`src/rtl/reg_write_arbiter_if.sv`:
```
// reg_write_arbiter_if: CPU/host write requests in, register file write port and status out.
interface reg_write_arbiter_if #(parameter int FIFO_DEPTH = 4);
    localparam int CW = $clog2(FIFO_DEPTH) + 1;
    logic          CpuWre;
    logic [4:0]    CpuReg;
    logic [31:0]   CpuData;
    logic          HostValid;
    logic [4:0]    HostReg;
    logic [31:0]   HostData;
    logic          HostReady;
    logic          StallReq;
    logic          RegWre;
    logic [4:0]    WriteReg;
    logic [31:0]   WriteData;
    logic [CW-1:0] HostCount;
    logic          Collision;
    modport master (
        output CpuWre, CpuReg, CpuData, HostValid, HostReg, HostData,
        input  HostReady, StallReq, RegWre, WriteReg, WriteData, HostCount, Collision
    );
    modport slave (
        input  CpuWre, CpuReg, CpuData, HostValid, HostReg, HostData,
        output HostReady, StallReq, RegWre, WriteReg, WriteData, HostCount, Collision
    );
endinterface

```
`src/rtl/reg_write_arbiter.sv`:
```
// reg_write_arbiter: merges CPU writeback with buffered host writes onto one register file port.
// Optional REG0_GUARD_EN suppresses the write enable for any write addressed to register 0.
module reg_write_arbiter #(
    parameter int FIFO_DEPTH   = 4,
    parameter int STARVE_LIMIT = 8
) (
    input logic CLK,
    input logic Reset,
    reg_write_arbiter_if.slave bus
);
    localparam int AW = $clog2(FIFO_DEPTH);
    localparam int CW = AW + 1;

    typedef enum logic {NORMAL, STALL} state_t;

    state_t state, nextState;
    logic [7:0] starve, starveNext;
    logic [4:0] regMem [FIFO_DEPTH];
    logic [31:0] dataMem [FIFO_DEPTH];
    logic [AW-1:0] wrPtr, rdPtr;
    logic [CW-1:0] count;
    logic stallReq, hostPending, cpuWin, hostWin, push, issue;
    logic [4:0] selReg;
    logic [31:0] selData;
    logic regWre, collision;
    logic [4:0] writeReg;
    logic [31:0] writeData;

    always_comb begin
        hostPending = count != '0;
        cpuWin      = bus.CpuWre && !stallReq;
        hostWin     = !cpuWin && hostPending;
        push        = bus.HostValid && bus.HostReady;
        selReg      = cpuWin ? bus.CpuReg : regMem[rdPtr];
        selData     = cpuWin ? bus.CpuData : dataMem[rdPtr];
`ifdef REG0_GUARD_EN
        issue       = (cpuWin || hostWin) && selReg != 5'd0;
`else
        issue       = cpuWin || hostWin;
`endif
    end

    always_ff @(posedge CLK) begin
        if (Reset) begin
            state  <= NORMAL;
            starve <= 8'd0;
        end else begin
            state  <= nextState;
            starve <= starveNext;
        end
    end

    // The counter only advances while the CPU is actively starving a pending host entry.
    always_comb begin
        starveNext = (state == NORMAL && cpuWin && hostPending) ? starve + 8'd1 : 8'd0;
        nextState  = (state == NORMAL && starveNext == 8'(STARVE_LIMIT)) ? STALL : NORMAL;
    end

    always_comb begin
        stallReq = state == STALL;
    end

    always_ff @(posedge CLK) begin
        if (Reset) begin
            wrPtr     <= '0;
            rdPtr     <= '0;
            count     <= '0;
            regWre    <= 1'b0;
            writeReg  <= 5'd0;
            writeData <= 32'd0;
            collision <= 1'b0;
        end else begin
            if (push) begin
                regMem[wrPtr]  <= bus.HostReg;
                dataMem[wrPtr] <= bus.HostData;
                wrPtr          <= wrPtr + 1'b1;
            end
            if (hostWin)
                rdPtr <= rdPtr + 1'b1;
            count  <= count + CW'(push) - CW'(hostWin);
            regWre <= issue;
            if (issue) begin
                writeReg  <= selReg;
                writeData <= selData;
            end
            collision <= collision | (bus.CpuWre && stallReq);
        end
    end

    assign bus.HostReady = count < CW'(FIFO_DEPTH);
    assign bus.HostCount = count;
    assign bus.StallReq  = stallReq;
    assign bus.RegWre    = regWre;
    assign bus.WriteReg  = writeReg;
    assign bus.WriteData = writeData;
    assign bus.Collision = collision;
endmodule

```
`src/flat_wrapper.sv`:
```
// flat-port wrapper written by rule: the top's interface ports become plain ports
module reg_write_arbiter_flat 
#(
    parameter int FIFO_DEPTH   = 4,
    parameter int STARVE_LIMIT = 8
)
  (CLK, Reset, bus_CpuWre, bus_CpuReg, bus_CpuData, bus_HostValid, bus_HostReg, bus_HostData, bus_HostReady, bus_StallReq, bus_RegWre, bus_WriteReg, bus_WriteData, bus_HostCount, bus_Collision);
  reg_write_arbiter_if #(.FIFO_DEPTH(FIFO_DEPTH)) bus_i ();
  input logic CLK;
  input logic Reset;
  input wire logic [$bits(bus_i.CpuWre)-1:0] bus_CpuWre;
  input wire logic [$bits(bus_i.CpuReg)-1:0] bus_CpuReg;
  input wire logic [$bits(bus_i.CpuData)-1:0] bus_CpuData;
  input wire logic [$bits(bus_i.HostValid)-1:0] bus_HostValid;
  input wire logic [$bits(bus_i.HostReg)-1:0] bus_HostReg;
  input wire logic [$bits(bus_i.HostData)-1:0] bus_HostData;
  output wire logic [$bits(bus_i.HostReady)-1:0] bus_HostReady;
  output wire logic [$bits(bus_i.StallReq)-1:0] bus_StallReq;
  output wire logic [$bits(bus_i.RegWre)-1:0] bus_RegWre;
  output wire logic [$bits(bus_i.WriteReg)-1:0] bus_WriteReg;
  output wire logic [$bits(bus_i.WriteData)-1:0] bus_WriteData;
  output wire logic [$bits(bus_i.HostCount)-1:0] bus_HostCount;
  output wire logic [$bits(bus_i.Collision)-1:0] bus_Collision;
  assign bus_i.CpuWre = bus_CpuWre;
  assign bus_i.CpuReg = bus_CpuReg;
  assign bus_i.CpuData = bus_CpuData;
  assign bus_i.HostValid = bus_HostValid;
  assign bus_i.HostReg = bus_HostReg;
  assign bus_i.HostData = bus_HostData;
  assign bus_HostReady = bus_i.HostReady;
  assign bus_StallReq = bus_i.StallReq;
  assign bus_RegWre = bus_i.RegWre;
  assign bus_WriteReg = bus_i.WriteReg;
  assign bus_WriteData = bus_i.WriteData;
  assign bus_HostCount = bus_i.HostCount;
  assign bus_Collision = bus_i.Collision;
  reg_write_arbiter #(.FIFO_DEPTH(FIFO_DEPTH), .STARVE_LIMIT(STARVE_LIMIT)) u_core (.CLK(CLK), .Reset(Reset), .bus(bus_i));
endmodule
```
`config.mk`:
```
export PLATFORM = sky130hd
export DESIGN_NAME = reg_write_arbiter_flat
export DESIGN_NICKNAME = d
export VERILOG_FILES = /design/src/rtl/reg_write_arbiter_if.sv /design/src/rtl/reg_write_arbiter.sv /design/src/flat_wrapper.sv
export SDC_FILE = /design/constraint.sdc
export NUM_CORES = 1
export LEC_CHECK = 0
export ABC_AREA = 1
export CAP_MARGIN = 20
export CORE_MARGIN = 2
export CORE_UTILIZATION = 40
export DETAILED_ROUTE_END_ITERATION = 7
export GPL_TIMING_DRIVEN = 0
export SLEW_MARGIN = 20
export SYNTH_ARGS = -nofsm -noshare
export SYNTH_HDL_FRONTEND = slang
export SYNTH_SLANG_ARGS = --single-unit
```
`constraint.sdc`:
```
create_clock -name CLK -period 7.9 [get_ports CLK]
set_clock_uncertainty 0.2 [all_clocks]
set_input_delay 2.37 -clock CLK [delete_from_list [all_inputs] [get_ports CLK]]
set_output_delay 2.37 -clock CLK [all_outputs]
set_load 0.005 [all_outputs]
```
==> flow_summary.yaml, run 1 <==
outcome:
  status: "finished clean"
clock_network:
  cts_resized: 0
  cts_root_buf: "clkbuf_16"
  ctsLongestPathBuffers: 3
  clock_sinks: 205
  postCtsSetupBuffers: 0
  cts-hold-fix-buffers: 0
  cts_htree_levels: 1
  clkTransAtPathRegs_ps: 60
  cts_tree: "done"
  numCtsBuffers: 23
  clk_latency_ps: 500
flow_run:
  maxCapViolations: 0
synthesis:
  ys_ff_latch: 205
  ys_seq_area_share_pct: 67.7
  syn_inst: 772
  async_reset_ff_share_pct: 0
  syn_nets: 858
  synth.cell_area_um2: 8240
  synth_warnings: 0
  synth_cell_type_count: 27
  synth_ff_type: "edfxtp_1"
  synth_area_per_cell_um2: 10.7
  synth_edf_count: 148
pwr:
  combPwrFrac_pct: 24.3
  swShare_pct: 28.8
  p_switching_mw: 0.880
  ir_drop_v: 0.000147
  power_density_nw_per_um2: 288
  intPower_mw: 2.18
  p_leak_nw: 4.01
  pwr-share-clk_pct: 32.9
  seq_power_share_pct: 42.8
global_routing:
  grt_pass1_vias: 5745
  gr-total-overflow: 0
  antenna_found_initial: 1
  grt_max_degree: 22
  grt_usage_pct: 18.4
  grt_pass1_wl_um: 31300
worst_setup_path:
  endpoint_kind: "register"
  path_max_fanout: 10
  critical_path_required_ps: 8080
  rr_worst_depth: 11
  cpPeakStageDelay_ps: 510
  cp.depth: 13
  path_cells: "clkdlybuf4s50_1, inv_2, nor2_4, buf_2, a21oi_2, ha_1, inv_1, ha_1, inv_1, fa_1, xor2_1, o21ai_0, a21oi_1"
  r2r-start: "u_core.bus.StallReq$_SDFF_PP0_"
  r2r_slack_ps: 5320
  critPathCapture: "u_core.bus.HostCount[2]$_SDFF_PP0_"
  cpLargestDelayFamily: "buffers and inverters"
  r2r-end: "u_core.bus.HostCount[2]$_SDFF_PP0_"
  crit_buf_inv: 5
  arrival_ps: 4790
  startpoint: "bus_CpuWre"
  worst_setup_path_start_kind: "input pin"
  critPathKind: "in -> reg"
  slowest_stage: "clkdlybuf4s50_1"
routing:
  drt_iter0_drc: 411
  ant_nets: 0
  dr.pass1.iters: 5
  wl_per_cell_um: 16.6
  vias: 5896
  drt-total-wl_um: 20100
  route.detailed.vias_per_inst: 4.88
  remaining_drc_errors: 0
layout:
  layout.nets: 1008
  syn2layout_area_growth_pct: 28.9
  fillers: 1822
  fin_area_um2: 10600
  fin_util_pct: 52.5
  num_antenna_cells: 0
  layout-drive-gt1-share_pct: 7.77
placement:
  portBuffers: 121
  dpl.hpwl_um: 13000
  gp_congestion: 0.765
  post_dp_cell_area_um2: 9910
  pre_cts_slack_ps: 2780
timing:
  min_period_ps: 4610
  rsz0062_at_grt: "no"
  hold_violations: 0
  tns_ps: 0
  fmax_mhz: 217
  worst_slew_pin_slew_ps: 735
  drv_slew: 0
  period_share_pct: 58.4
  maxSlewHeadroom_pct: 50.9
  setup_viol: 0
  setup_ws_ps: 3290
die:
  chipHeight_um: 148
  fp.dieArea_um2: 21800
  start_util_pct: 40.7
  io_pins: 122
  coreArea_um2: 20200
  die_w_um: 148
  row_count: 52
worst_hold_path:
  hold_path.class: "reg -> reg"
## state kept, by name, summed over array words and instances, names as in the netlist, named ones only
register / cells
u_core.dataMem: 128
u_core.bus.WriteData: 32
u_core.regMem: 20
u_core.starve: 8
u_core.bus.WriteReg: 5
u_core.bus.HostCount: 3
u_core.rdPtr: 2
u_core.wrPtr: 2
u_core.bus.Collision: 1
u_core.bus.RegWre: 1
u_core.bus.StallReq: 1
## layer usage
| layer | vias to the layer above | global-route usage [%] | routed length [um] | part of all wire, % |
|---|---|---|---|---|
| li1 | 2954 | - | - | - |
| met1 | 2741 | 25.5 | 9360 | 47 |
| met2 | 174 | 30.7 | 9370 | 47 |
| met3 | 25 | 3.64 | 1110 | 5.5 |
| met4 | 2 | 3.08 | 239 | 1.2 |
| met5 | - | 0 | 11 | 0.055 |
## logic make-up (layout without fill, tap and decap cells)
logic type	after synthesis	after routing	share of synthesized area (%)
xor+xnor	1	1	0.106
buf+inv	110	277	6.34
fa+ha+maj	8	8	1.31
compound gates	199	199	12.7
flops	205	205	67.7
simple gates	249	249	11.8
## stage by stage
step	total power, mW	cells	hold slack [ps]
3_3_place_gp	2.06	1163	258
4_1_cts	3.08	1209	284
5_1_grt	3.23	1209	312
2_1_floorplan	1.74	772	242
6_report	3.06	1209	284
3_5_place_dp	2.08	1167	270
## cell type report
cell class / count / area (um2) / share of cell area [%]
sequential: 205 / 5590 / 52.6
multi-input combinational: 457 / 2170 / 20.4
timing repair buffer: 125 / 1300 / 12.2
clock buffer: 26 / 587 / 5.52
tap: 270 / 338 / 3.18
buffer: 44 / 275 / 2.59
inverter: 66 / 248 / 2.33
clock inverter: 16 / 129 / 1.21
## cells in the final DEF, fill, tap and decap left out, drive strengths merged, types with 37 or more instances in the layout
cell	Yosys	layout
a21oi	44	44
clkbuf	20	46
clkdlybuf4s50	0	121
dfxtp	57	57
edfxtp	148	148
inv	66	67
nand2	135	135
nor2	100	100
o21ai	117	117
o22ai	37	37
## cell usage after synthesis, types with 2 or more instances
| library cell | instances | area [um2] |
|---|---|---|
| nand2_1 | 134 | 503 |
| clkbuf_2 | 2 | 10.0 |
| o21ai_1 | 6 | 30.0 |
| nor3_1 | 5 | 25.0 |
| o21ai_0 | 111 | 556 |
| nand3_1 | 7 | 35.0 |
| inv_2 | 3 | 11.3 |
| o22ai_1 | 37 | 231 |
| buf_2 | 11 | 55.1 |
| nor2_1 | 98 | 368 |
| clkbuf_1 | 18 | 67.6 |
| buf_6 | 12 | 135 |
| a21oi_1 | 43 | 215 |
| dfxtp_1 | 57 | 1140 |
| ha_1 | 7 | 87.6 |
| edfxtp_1 | 148 | 4440 |
| inv_1 | 63 | 236 |
## worst min path at each step
stage                                    start                              end  slack [ps]  cells after the start
4_1_cts        u_core.bus.Collision$_SDFF_PP0_  u_core.bus.Collision$_SDFF_PP0_         280                      2
3_3_place_gp   u_core.bus.Collision$_SDFF_PP0_  u_core.bus.Collision$_SDFF_PP0_         260                      2
3_5_place_dp   u_core.bus.Collision$_SDFF_PP0_  u_core.bus.Collision$_SDFF_PP0_         270                      2
6_report       u_core.bus.Collision$_SDFF_PP0_  u_core.bus.Collision$_SDFF_PP0_         280                      2
5_1_grt        u_core.bus.Collision$_SDFF_PP0_  u_core.bus.Collision$_SDFF_PP0_         310                      2
2_1_floorplan     u_core.rdPtr[1]$_SDFFE_PP0P_                         register         240                      2
## power groups by stage
stage | Clock (mW) | Combinational, mW | Sequential (mW)
finish | 1.01 | 0.744 | 1.31
CTS | 1.02 | 0.753 | 1.31
floorplan | 0 | 0.408 | 1.33
detailed placement | 0 | 0.749 | 1.33
global placement | 0 | 0.730 | 1.33
global route | 1.07 | 0.836 | 1.32
## worst min-delay path, cell delays in order, from the launching register on
cell     delay (ps)
dfxtp_1         330
a21oi_1          40
nor2_1           70
No activity file was read; power rests on OpenSTA's default activity.
==> inputs of run 2 (changes only) <==
- clock period: 7.9 -> 4.65 ns (I/O delays scaled with it)
==> results of run 2 <==
The final DEF is identical to that of run 1. Status: finished clean.
Main changes from that run: setup slack after placement 2780 ps -> 502 ps; setup slack after layout 3290 ps -> 1010 ps; register-to-register setup slack 5320 ps -> 2070 ps; total power 3.06 mW -> 5.20 mW; worst IR drop on VDD 0.000147 V -> 0.000250 V
==> inputs of run 3 (changes only) <==
- clock period: 4.65 -> 3.3 ns (I/O delays scaled with it)
==> run 3 against run 2 <==
Compared with the run above:
- global-route usage did not move
- first-iteration DRC count shrank 6.3%
- largest cell class unchanged
- clock power grew 41%
- final area increased by 0.27%
- cell count is 0.25% higher
- sequential share of layout area is 0.14 points lower
- sequential cell count did not move
- combinational power grew 42%
- hold slack improved by 1.5 ps
- via count is essentially flat
==> flow_summary.yaml, run 3 (same netlist as run 1, synthesis figures left out) <==
worst_hold_path:
  hold_path.class: "reg -> reg"
  min_from: "u_core.bus.Collision$_SDFF_PP0_"
global_routing:
  grt_pass1_vias: 5745
  antenna_found_initial: 1
  grt_max_degree: 22
  grt_usage_pct: 18.4
  gr-total-overflow: 0
  grt_pass1_wl_um: 31300
timing:
  min_period_ps: 3060
  fmax_mhz: 327
  drv_slew: 0
  period_share_pct: 92.7
  hold_violations: 0
  rsz0062_at_grt: "no"
  maxSlewHeadroom_pct: 50.8
  worst_slew_pin_slew_ps: 736
  tns_ps: 0
  setup_viol: 0
clock_network:
  cts-hold-fix-buffers: 0
  ctsLongestPathBuffers: 3
  cts_root_buf: "clkbuf_16"
  clock_sinks: 205
  clkTransAtPathRegs_ps: 60
  cts_tree: "done"
  numCtsBuffers: 23
  cts_htree_levels: 1
  clk_latency_ps: 500
die:
  start_util_pct: 40.7
  chipHeight_um: 148
  row_count: 52
  io_pins: 122
  fp.dieArea_um2: 21800
  coreArea_um2: 20200
  die_w_um: 148
layout:
  fillers: 1822
  final_cell_mix: "edfxtp_1, nand2_1, clkdlybuf4s50_1"
  syn2layout_area_growth_pct: 29.2
  largest_register_ffs: 128
  mostFrequentLayoutCell: "edfxtp_1"
  layout-drive-gt1-share_pct: 8.07
  num_antenna_cells: 0
  layout.nets: 1011
  finalNonFillerCells: 1212
  regMostFlops: "u_core.dataMem"
pwr:
  p_leak_nw: 4.03
  power_density_nw_per_um2: 688
  ir_drop_v: 0.000353
routing:
  ant_nets: 0
  vias: 5897
  drt_iter0_drc: 385
  route.detailed.vias_per_inst: 4.87
  wl_per_cell_um: 16.6
  drt-total-wl_um: 20100
  dr.pass1.iters: 5
  remaining_drc_errors: 0
placement:
  portBuffers: 121
  dp_cells: 1167
  gp_congestion: 0.765
  dpl.hpwl_um: 13000
worst_setup_path:
  path_cells: "clkdlybuf4s50_1, inv_2, nor2_4, buf_6, a21oi_2, ha_1, inv_1, ha_1, inv_1, fa_1, xor2_1, o21ai_0, a21oi_1"
  cpLargestDelayFamily: "buffers and inverters"
  worst_setup_path_start_kind: "input pin"
  path_max_fanout: 10
  critical_path_required_ps: 3480
  arrival_ps: 3240
  startpoint: "bus_CpuWre"
  r2r-start: "u_core.bus.StallReq$_SDFF_PP0_"
  crit_buf_inv: 5
  critPathKind: "in -> reg"
  endpoint_kind: "register"
  cpPeakStageDelay_ps: 510
  slowest_stage: "clkdlybuf4s50_1"
flow_run:
  maxCapViolations: 0
outcome:
  status: "finished clean"
run 3: cell types whose count changed in the layout (fill, tap and decap cells not counted), sizes merged:
cell	change
buf	+3
run 3: area by class of cell:
cell class,instances,area [um2],share of cell area [%]
buffer,44,282,2.64
clock buffer,26,587,5.51
clock inverter,16,129,1.21
inverter,66,248,2.33
multi-input combinational,457,2170,20.3
sequential,205,5590,52.4
tap,270,338,3.17
timing repair buffer,128,1320,12.4
run 3: stage by stage:
step / util, % / instance area [um2] / hold slack [ps] / setup slack, ps / power [mW]
4_1_cts: 52.5 / 10600 / 284 / 56.1 / 7.39
3_5_place_dp: 49.0 / 9910 / 270 / -443 / 4.98
2_1_floorplan: - / 8240 / 242 / -139 / 4.16
3_3_place_gp: 48.4 / 9790 / 258 / -2240 / 4.94
6_report: 52.7 / 10700 / 285 / 240 / 7.33
5_1_grt: 52.7 / 10700 / 312 / 19.4 / 7.73
run 3: per-layer routing:
layer / vias to the layer above / routed length (um) / global-route usage (%) / part of all wire [%]
li1: 2960 / - / - / -
met1: 2750 / 9360 / 25.5 / 47
met2: 159 / 9410 / 30.7 / 47
met3: 26 / 1090 / 3.64 / 5.4
met4: 2 / 248 / 3.08 / 1.2
met5: - / 11 / 0 / 0.055
run 3: what timing repair did:
action / 4_1_cts / 5_1_grt
buffers inserted: 0 / 3
endpoints found under the hold margin: 0 / 0
resized for setup: 0 / 3
endpoints found under the setup margin: 0 / 1
run 3: worst register-to-register path, stage by stage (launching register included):
cell	delay, ps
dfxtp_1	450
nor2_4	80
buf_6	150
a21oi_2	160
ha_1	250
inv_1	60
ha_1	150
inv_1	50
fa_1	370
xor2_1	160
o21ai_0	160
a21oi_1	60
run 3: path summary, 6_finish.rpt:
path	end	slack, ps	cells after the start
setup / recovery	u_core.bus.HostCount[2]$_SDFF_PP0_	240	13
hold / removal	u_core.bus.Collision$_SDFF_PP0_	290	2
setup reg to reg	u_core.bus.HostCount[2]$_SDFF_PP0_	890	11
hold reg to reg	u_core.bus.Collision$_SDFF_PP0_	290	2
run 3: report_power, final:
group | switching (mW) | internal (mW)
Sequential | 0.110 | 3.02
Combinational | 1.02 | 0.769
Clock | 0.980 | 1.43
==> patch: new RTL, settings of run 1 <==
Build with the macro `REG0_GUARD_EN` defined.
--- a/src/rtl/reg_write_arbiter.sv
+++ b/src/rtl/reg_write_arbiter.sv
@@ -2,2 +2,4 @@
 // Optional REG0_GUARD_EN suppresses the write enable for any write addressed to register 0.
+`define REG0_GUARD_EN
+
 module reg_write_arbiter #(
Check against the original RTL: not equivalent (a bounded check fails within 4 cycles, from zero or initial values and one cycle with Reset high).
==> patch against run 1 <==
  * Synthesized area increased by 2.0%
  * Sequential cell count is the same
  * Non-clock buffer count is 1 higher
  * Maximum frequency up 1.0%
  * Worst setup slack improved by 46 ps
  * Design area is 1.0% higher
  * Wire length increased by 0.22%
  * Final cell count shrank 1.2%
  * Total power down 0.59%
  * Highest routed layer is now met4
==> patch: results (changes against run 1) <==
| Metric | Value |
|---|---|
| Status | finished clean |
| Nonclk buf count | 170 (+0.59%) |
| Iter 0 DRT Violations | 312 (-24%) |
| Grt met2 use | 32.1% (+1.4 points) |
| Logic inverters | 38 (-42%) |
| Via/cell ratio | 4.92 (+0.79%) |
| DR WL met2 | 9910 um (+5.7%) |
| # fillers | 1879 (+3.1%) |
| Nets | 989 (-1.9%) |
| Grt met1 use | 23.7% (-1.8 points) |
| ClkCell Share | 6.26% (-0.48 points) |
| Wl on met1 | 8830 um (-5.6%) |
| Max_slew headroom | 55.3% (+4.5 points) |
| Depth of the most critical reg-to-reg path | 13 (+2) |
| Initial antenna violation count | 0 (-1) |
| Num CTS Buffers | 22 (-4.3%) |
| Worst VDD drop | 0.140 mV (-4.7%) |
| Yosys cell types | 30 (+11%) |
| Seq/Total Area, Yosys | 66.4% (-1.3 points) |
| Drt wl/cell | 16.9 um (+1.5%) |
| Worst Path Arrival | 4750 ps (-40 ps) |
| Number of global-route vias before repair | 5854 (+1.9%) |
| Max incr delay on CP | 430 ps (-80 ps) |
| Gr usage total | 18.2% (-0.21 points) |
| Clk_buf instances | 36 (+38%) |
| Final Wtd Congestion | 0.773 (+1.1%) |
| Top sig layer | met4 |
| Commonest cells post-synth | 148 x edfxtp_1, 127 x nor2_1, 82 x nand2_1 |
| Core ar. | 20800 sq um (+2.9%) |
| Synth Area in Adders | 1.28% (-0.025 points) |
| Mux contribution to synthesized area | 3.81% (+3.8 points) |
| Pin count of the biggest net entering global routing | 23 (+4.5%) |
| Power Density | 283 nW/um^2 (-1.6%) |
| First-pass GRT wire length | 31000 um (-0.99%) |
| Switching pwr | 0.875 mW (-0.55%) |
| #MultiIn Comb | 466 (+2.0%) |
| Grt met3 use | 2.72% (-0.92 points) |
| Clk. pwr | 0.952 mW (-6%) |
| TritonRoute pass-1 iters | 6 (+1) |
| Int Power | 2.17 mW (-0.61%) |
| Power share of the sequential group | 43.7% (+0.9 points) |
| Dpl hpwl | 13800 um (+5.8%) |
patch: changes by cell type after synthesis, sizes merged, moves of 27 or more:
cell   before  now
o21ai     117   71
nand3       8   51
nand2     135   83
mux2i       0   32
nor2      100  127
inv        66   38
patch: worst paths after layout:
check,slack (ps),endpoint,from
max reg2reg,5260,u_core.bus.HostCount[2]$_SDFF_PP0_,u_core.bus.StallReq$_SDFF_PP0_
max,3340,u_core.bus.HostCount[2]$_SDFF_PP0_,bus_CpuWre
min,260,u_core.bus.WriteReg[0]$_SDFFE_PP0P_,u_core.bus.WriteReg[0]$_SDFFE_PP0P_
min reg2reg,260,u_core.bus.WriteReg[0]$_SDFFE_PP0P_,u_core.bus.WriteReg[0]$_SDFFE_PP0P_
patch: cell families (layout without fill, tap and decap cells):
logic type	count (synthesis)	after routing
AND/OR/NAND/NOR	276	276
flip-flops	205	205
AO/OA/AOI/OAI	149	149
buffers and inverters	84	248
multiplexers	32	32
adder cells (fa/ha/maj)	8	8
XOR/XNOR	1	1
